[config.mk]
export PLATFORM = sky130hd
export DESIGN_NAME = mac_pipe
export DESIGN_NICKNAME = d
export VERILOG_FILES = /design/src/rtl/mac_pkg.sv /design/src/rtl/mac_pipe_mult.sv /design/src/rtl/mac_pipe.sv
export SDC_FILE = /design/constraint.sdc
export NUM_CORES = 1
export LEC_CHECK = 0
export BUFFER_PORTS_ARGS = -buffer_cell sky130_fd_sc_hd__buf_2
export CELL_PAD_IN_SITES_DETAIL_PLACEMENT = 1
export CELL_PAD_IN_SITES_GLOBAL_PLACEMENT = 1
export CORE_MARGIN = 3
export CORE_UTILIZATION = 35
export DETAILED_ROUTE_END_ITERATION = 12
export PLACE_DENSITY = 0.56
export SYNTH_ARGS = -nofsm -noshare
export SYNTH_HDL_FRONTEND = slang
export SYNTH_SLANG_ARGS = --single-unit
[constraint.sdc]
create_clock -name clk -period 10.4 [get_ports clk]
set_input_delay 1.56 -clock clk [delete_from_list [all_inputs] [get_ports clk]]
set_output_delay 1.56 -clock clk [all_outputs]
set_load 0.02 [all_outputs]
[src/rtl/mac_pkg.sv]
// Shared types for the pipelined multiply-accumulate block.
package mac_pkg;

  typedef struct packed {
    logic valid;
    logic mode;
    logic last;
  } beat_side_t;

endpackage

[src/rtl/mac_pipe_mult.sv]
// Enable-gated unsigned multiplier pipeline; only the valid bits are reset.
module mult_pipe
  import mac_pkg::*;
#(
  parameter int WIDTH       = 16,
  parameter int PIPE_STAGES = 2,
  localparam int PROD_W     = 2*WIDTH
) (
  input  logic              clk,
  input  logic              rst,
  input  logic              en,
  input  logic [WIDTH-1:0]  a,
  input  logic [WIDTH-1:0]  b,
  input  beat_side_t        side_in,
  output logic [PROD_W-1:0] prod,
  output beat_side_t        side_out
);

  logic [PIPE_STAGES-1:0]             vld_pipe;
  logic [PIPE_STAGES-1:0]             mode_q;
  logic [PIPE_STAGES-1:0]             last_q;
  logic [PIPE_STAGES-1:0][PROD_W-1:0] prod_q;

  always_ff @(posedge clk or posedge rst) begin
    if (rst) begin
      vld_pipe <= '0;
    end else if (en) begin
      vld_pipe[0] <= side_in.valid;
      for (int i = 1; i < PIPE_STAGES; i++) vld_pipe[i] <= vld_pipe[i-1];
    end
  end

  // Bubbles carry stale data; the valid bit alone qualifies each stage.
  always_ff @(posedge clk) begin
    if (en) begin
      prod_q[0] <= PROD_W'(a) * PROD_W'(b);
      mode_q[0] <= side_in.mode;
      last_q[0] <= side_in.last;
      for (int i = 1; i < PIPE_STAGES; i++) begin
        prod_q[i] <= prod_q[i-1];
        mode_q[i] <= mode_q[i-1];
        last_q[i] <= last_q[i-1];
      end
    end
  end

  assign prod           = prod_q[PIPE_STAGES-1];
  assign side_out.valid = vld_pipe[PIPE_STAGES-1];
  assign side_out.mode  = mode_q[PIPE_STAGES-1];
  assign side_out.last  = last_q[PIPE_STAGES-1];

endmodule

[src/rtl/mac_pipe.sv]
// Pipelined unsigned multiply / multiply-accumulate with valid/ready on both sides.
module mac_pipe
  import mac_pkg::*;
#(
  parameter int WIDTH       = 16,
  parameter int ACC_WIDTH   = 40,
  parameter int PIPE_STAGES = 2
) (
  input  logic                 clk,
  input  logic                 rst,
  input  logic                 in_valid,
  output logic                 in_ready,
  input  logic [WIDTH-1:0]     a_in,
  input  logic [WIDTH-1:0]     b_in,
  input  logic                 mode,
  input  logic                 in_last,
  output logic                 out_valid,
  input  logic                 out_ready,
  output logic [ACC_WIDTH-1:0] c_out,
  output logic                 acc_ovf
);

  localparam int PROD_W = 2*WIDTH;

  if (ACC_WIDTH < 2*WIDTH) begin : g_bad_acc
    $error("mac_pipe: ACC_WIDTH must be at least 2*WIDTH");
  end
  if (PIPE_STAGES < 1) begin : g_bad_stages
    $error("mac_pipe: PIPE_STAGES must be at least 1");
  end

  // Whole pipeline moves in lockstep; a held result freezes every stage.
  logic en;
  assign en       = !(out_valid && !out_ready);
  assign in_ready = en;

  logic [WIDTH-1:0] s0_a, s0_b;
  logic             s0_vld, s0_mode, s0_last;
  beat_side_t       s0_side;

  always_ff @(posedge clk or posedge rst) begin
    if (rst)     s0_vld <= 1'b0;
    else if (en) s0_vld <= in_valid;
  end

  always_ff @(posedge clk) begin
    if (en) begin
      s0_a    <= a_in;
      s0_b    <= b_in;
      s0_mode <= mode;
      s0_last <= in_last;
    end
  end

  assign s0_side.valid = s0_vld;
  assign s0_side.mode  = s0_mode;
  assign s0_side.last  = s0_last;

  logic [PROD_W-1:0] m_prod;
  beat_side_t        m_side;

  mult_pipe #(
    .WIDTH       (WIDTH),
    .PIPE_STAGES (PIPE_STAGES)
  ) u_mult (
    .clk      (clk),
    .rst      (rst),
    .en       (en),
    .a        (s0_a),
    .b        (s0_b),
    .side_in  (s0_side),
    .prod     (m_prod),
    .side_out (m_side)
  );

  logic [ACC_WIDTH-1:0] acc;
  logic                 ovf_trk;
  logic [ACC_WIDTH:0]   sum;
  logic                 carry;

  assign sum   = {1'b0, acc} + (ACC_WIDTH+1)'(m_prod);
  assign carry = sum[ACC_WIDTH];

  always_ff @(posedge clk or posedge rst) begin
    if (rst) begin
      out_valid <= 1'b0;
      c_out     <= '0;
      acc_ovf   <= 1'b0;
      acc       <= '0;
      ovf_trk   <= 1'b0;
    end else if (en) begin
      out_valid <= 1'b0;
      if (m_side.valid) begin
        if (!m_side.mode) begin
          // Product beats bypass the accumulator so they can sit inside a packet.
          c_out     <= ACC_WIDTH'(m_prod);
          acc_ovf   <= 1'b0;
          out_valid <= 1'b1;
        end else if (!m_side.last) begin
          acc     <= sum[ACC_WIDTH-1:0];
          ovf_trk <= ovf_trk | carry;
        end else begin
          c_out     <= sum[ACC_WIDTH-1:0];
          acc_ovf   <= ovf_trk | carry;
          out_valid <= 1'b1;
          acc       <= '0;
          ovf_trk   <= 1'b0;
        end
      end
    end
  end

endmodule
==> Word-level counts from Yosys, hierarchy flattened <==
Index checks and enable logic that the tools add are counted.
{ "word_totals": {"input_bits": 38, "regBits": 188} }
{ "op_classes": {"n_addsub": 1, "bitwise": 2, "multipliers": 1, "reduce_logical": 5, "mux": 9, "eq_ne": 1} }
{ "op_table": {"columns": ["cell", "n"], "rows": [
  ["$mux W40", 3],
  ["$add A40 B32 Y41", 1],
  ["$mul A16 B16 Y32", 1],
  ["$mux W1", 6],
  ["$reduce_and A3 Y1", 2],
  ["$logic_not A1 Y1", 2],
  ["$ne A2 B2 Y1 const B", 1],
  ["$logic_and A1 B1 Y1", 1],
  ["$not A1 Y1", 1],
  ["$or A1 B1 Y1", 1]
]} }

==> Depth between registers and ports, before layout <==
{ "logic_depth": {"word_depth": 4, "depth_mapped": 23, "mapped_depth_nobuf": 22} }

==> Cells and area by module <==
From an unflattened synthesis, not the netlist that was laid out.
{ "unflattened": {"cells_unflattened": 1696, "hier_area_um2": 17257.8} }
{ "by_module_without_submodules": {"columns": ["module", "cells_each", "instances", "area_each_um2", "seq_area_each_um2"], "rows": [
  ["mult_pipe", 1096, 1, 10941.7, 2092.0],
  ["mac_pipe", 600, 1, 6316.1, 3123.0]
]} }

==> Worst setup path after synthesis <==
OpenSTA, ideal clock, no wires.
{ "synth_timing": {"path_kind": "input to output", "start": "in out_ready", "end": "out in_ready", "setup_slack_ps": 4072, "stages": 2, "arrival_ps": 4768, "cell_sequence": "nand2b_1 -> clkbuf_1"} }
{ "synth_via": {"elab_chain_cells": 3} }
{ "synth_rtl": {"columns": ["element", "line_no", "text"], "rows": [
  ["start, declared", "mac_pipe.sv:18", "input logic out_ready,"],
  ["$logic_not A1 Y1", "mac_pipe.sv:34", "assign en = !(out_valid && !out_ready);"],
  ["$logic_and A1 B1 Y1", "mac_pipe.sv:34", null],
  ["$logic_not A1 Y1", "mac_pipe.sv:34", null],
  ["end, declared", "mac_pipe.sv:12", "output logic in_ready,"]
]} }
No other way between the ends.

==> Worst setup path after layout <==
{ "layout_timing": {"start": "reg s0_a[13]", "end": "reg u_mult.prod_q[29] in the netlist's numbering (data pin)"} }
{ "layout_via": {"elab_chain_cells": 1} }
{ "layout_rtl": {"columns": ["element", "line_no", "text"], "rows": [
  ["start, declared", "mac_pipe.sv:37", "logic [WIDTH-1:0] s0_a, s0_b;"],
  ["start signal, assigned", "mac_pipe.sv:48", "s0_a <= a_in;"],
  ["$mul A16 B16 Y32", "mac_pipe_mult.sv:36", "prod_q[0] <= PROD_W'(a) * PROD_W'(b);"],
  ["end signal, assigned by index", "mac_pipe_mult.sv:40", "prod_q[i] <= prod_q[i-1];"],
  ["end, declared", "mac_pipe_mult.sv:22", "logic [PIPE_STAGES-1:0][PROD_W-1:0] prod_q;"]
]} }
No other way between the ends.
A chain may end at the register's enable or synchronous reset.

==> flow_metrics.env <==
export IMPL_clk_pin_slew_ns=0.08
export IMPL_ios=81
export IMPL_gp_congestion=0.831
export IMPL_yosysSeqAreaShare=0.311
export IMPL_fin_crit_sh=0.631
export IMPL_overflow=0
export IMPL_netlist_area_mm2=0.0168
export IMPL_fin_cells=2312
export IMPL_die_height_um=225
export IMPL_worstSetupPathType="flop to flop"
export IMPL_setup_slack_ns=3.83
export IMPL_nets=2061
export IMPL_grt_max_degree=62
export IMPL_hold_viol_final=0
export IMPL_initial_utilization=0.357
export IMPL_layout_commonest_cell="inv_1"
export IMPL_cts_max_path_buffers=2
export IMPL_drive_above_1_share=0.0827
export IMPL_layout_common_cells="inv_1, nand2_1, fa_1"
export IMPL_cap_violations=0
export IMPL_hpwl_um=33500
export IMPL_cts_root_buf="clkbuf_16"
export IMPL_antenna_found_initial=0
export IMPL_async_flop_share=0.457
export IMPL_postCtsHoldBufs=0
export IMPL_syn_inst=1649
export IMPL_dp_cells=2280
export IMPL_cts_tree="yes"
export IMPL_status="completed"
export IMPL_core_area_mm2=0.0470
export IMPL_ys_ff_latch=188
export IMPL_max_freq_mhz=152
export IMPL_cts_inserted_buffers=17
export IMPL_required_ns=10.63
export IMPL_rsz0062_at_grt="no"
export IMPL_grt_pass1_vias=12700
export IMPL_path_max_fanout=16
export IMPL_yosys_warnings=0
export IMPL_skew_ns=0.0148
export IMPL_worstMarginPinSlew_ns=0.823
export IMPL_ys_flop_type="edfxtp_1"
export IMPL_routed_via_count=11500
export IMPL_start_kind="flop"
export IMPL_wl_per_cell_um=18.8
export IMPL_drt_pass1_iterations=5
export IMPL_ant_nets=0
export IMPL_slew_headroom=0.450
export IMPL_area_delta_synth_final_pct=9.32
export IMPL_endpoint_kind="flop"
export IMPL_setup_violations=0
export IMPL_clock_latency_ns=0.48
export IMPL_final_max_slew_violation_count=0
export IMPL_totalNegativeSetupSlack_ns=0
export IMPL_drc=0
export IMPL_clock_sinks=188
export IMPL_ys_types=62
export IMPL_numPortBuffers=80
export IMPL_dp_worst_setup_slack_ns=3.79
export IMPL_hold_class="flop to flop"
export IMPL_rows=79
export IMPL_htreeDepth=4
export IMPL_synth_area_per_cell_um2=10.2
export IMPL_grt_use_total=0.181
export IMPL_viasPerCell=4.98
export IMPL_grt_pass1_wl_um=70800
export IMPL_post_route_min_period_ns=6.57
export IMPL_synth_edf_count=102
export IMPL_totalWireLength_um=43500
export IMPL_diodes=0
export IMPL_dieArea_mm2=0.0506
export IMPL_drt_initial_drc_count=458
export IMPL_postCtsResizedCells=0
export IMPL_cts_setup_buffers=0
export IMPL_die_w_um=225
export IMPL_syn_nets=2018
export IMPL_worst_ep_arrival_time_ns=6.79
==> layout make-up <==
class | instances | area, µm²
Inverter | 241 | 906
Multi-Input combinational cell | 1155 | 10400
Fill cell | 5272 | 28600
Clock inverter | 10 | 95.1
Timing Repair Buffer | 89 | 468
Tap cell | 607 | 759
Sequential cell | 188 | 5220
Clock buffer | 22 | 477
==> metal layers <==
layer / track usage / wire, µm
met1: 0.253 / 21200
met2: 0.292 / 20200
met3: 0.0290 / 1290
met4: 0.0523 / 827
met5: 0 / 0
==> synth_stat cells, types with 12 or more instances <==
master	count	area, µm²
ha_1	136	1700
xnor2_1	43	377
mux2i_1	19	190
inv_1	240	901
a211oi_1	12	90.1
a22o_1	24	210
a21o_1	25	188
nand2_1	222	833
a21oi_1	72	360
clkbuf_1	59	221
edfxtp_1	102	3060
nor2_1	52	195
nand3_1	18	90.1
dfrtp_1	86	2150
o21a_1	12	90.1
xor2_1	20	175
o21ai_0	64	320
fa_1	195	3900
and2_1	118	738
==> final timing paths <==
check / end / slack (ns) / startpoint / cells after the start
max: u_mult.prod_q[29]$_DFFE_PN_ / 3.83 / s0_a[13]$_DFFE_PN_ / 20
min: u_mult.prod[23]$_DFFE_PN_ / 0.42 / u_mult.prod_q[23]$_DFFE_PN_ / 0
max reg2reg: u_mult.prod_q[29]$_DFFE_PN_ / 3.83 / s0_a[13]$_DFFE_PN_ / 20
min reg2reg: u_mult.prod[23]$_DFFE_PN_ / 0.42 / u_mult.prod_q[23]$_DFFE_PN_ / 0
max in group asynchronous: c_out[15]$_DFFE_PP0P_ / 8.10 / rst / 3
min in group asynchronous: c_out[2]$_DFFE_PP0P_ / 1.09 / rst / 2
==> state kept, by name, summed over array words and instances, names as in the netlist <==
name and cells:
out_valid 1, u_mult.mode_q 2, u_mult.last_q 2, s0_mode 1, ovf_trk 1, s0_a 16
s0_last 1, s0_vld 1, u_mult.prod 32, s0_b 16, u_mult.prod_q 32, c_out 40
u_mult.vld_pipe 2, acc_ovf 1, acc 40
==> per-stage QoR <==
stage / hold slack (ns) / util / area, µm²
6_report: 0.420 / 0.391 / 18300
2_1_floorplan: 0.400 / - / 16800
4_1_cts: 0.422 / 0.391 / 18300
5_1_grt: 0.423 / 0.391 / 18300
3_5_place_dp: 0.406 / 0.378 / 17800
3_3_place_gp: 0.401 / 0.378 / 17800
==> cells by family (layout without fill, tap and decap cells) <==
family / count (synthesis) / after routing / share of synthesized area
buf+inv: 306 / 362 / 0.0686
simple gates: 453 / 453 / 0.127
fa+ha+maj: 331 / 331 / 0.334
compound gates: 285 / 285 / 0.112
xor+xnor: 63 / 63 / 0.0329
flops: 188 / 188 / 0.311
mux: 23 / 23 / 0.0140
==> worst max-delay path, cell delays in order (launching register included) <==
cell and delay (ns):
edfxtp_1 0.86, nand2_1 0.16, fa_1 0.52, fa_1 0.55, inv_1 0.06, fa_1 0.51, fa_1 0.46, fa_1 0.51
inv_1 0.05, fa_1 0.47, inv_1 0.04, ha_1 0.36, a2111oi_0 0.35, o21ai_0 0.14, o21ai_0 0.14, and4_1 0.28
o21ai_0 0.15, a31oi_1 0.34, o21bai_1 0.11, a21oi_1 0.18, xnor2_1 0.08
Power is left out: the tool's default activity adds up to more than one toggle a clock period on the data nets, which glitch-free logic cannot reach.
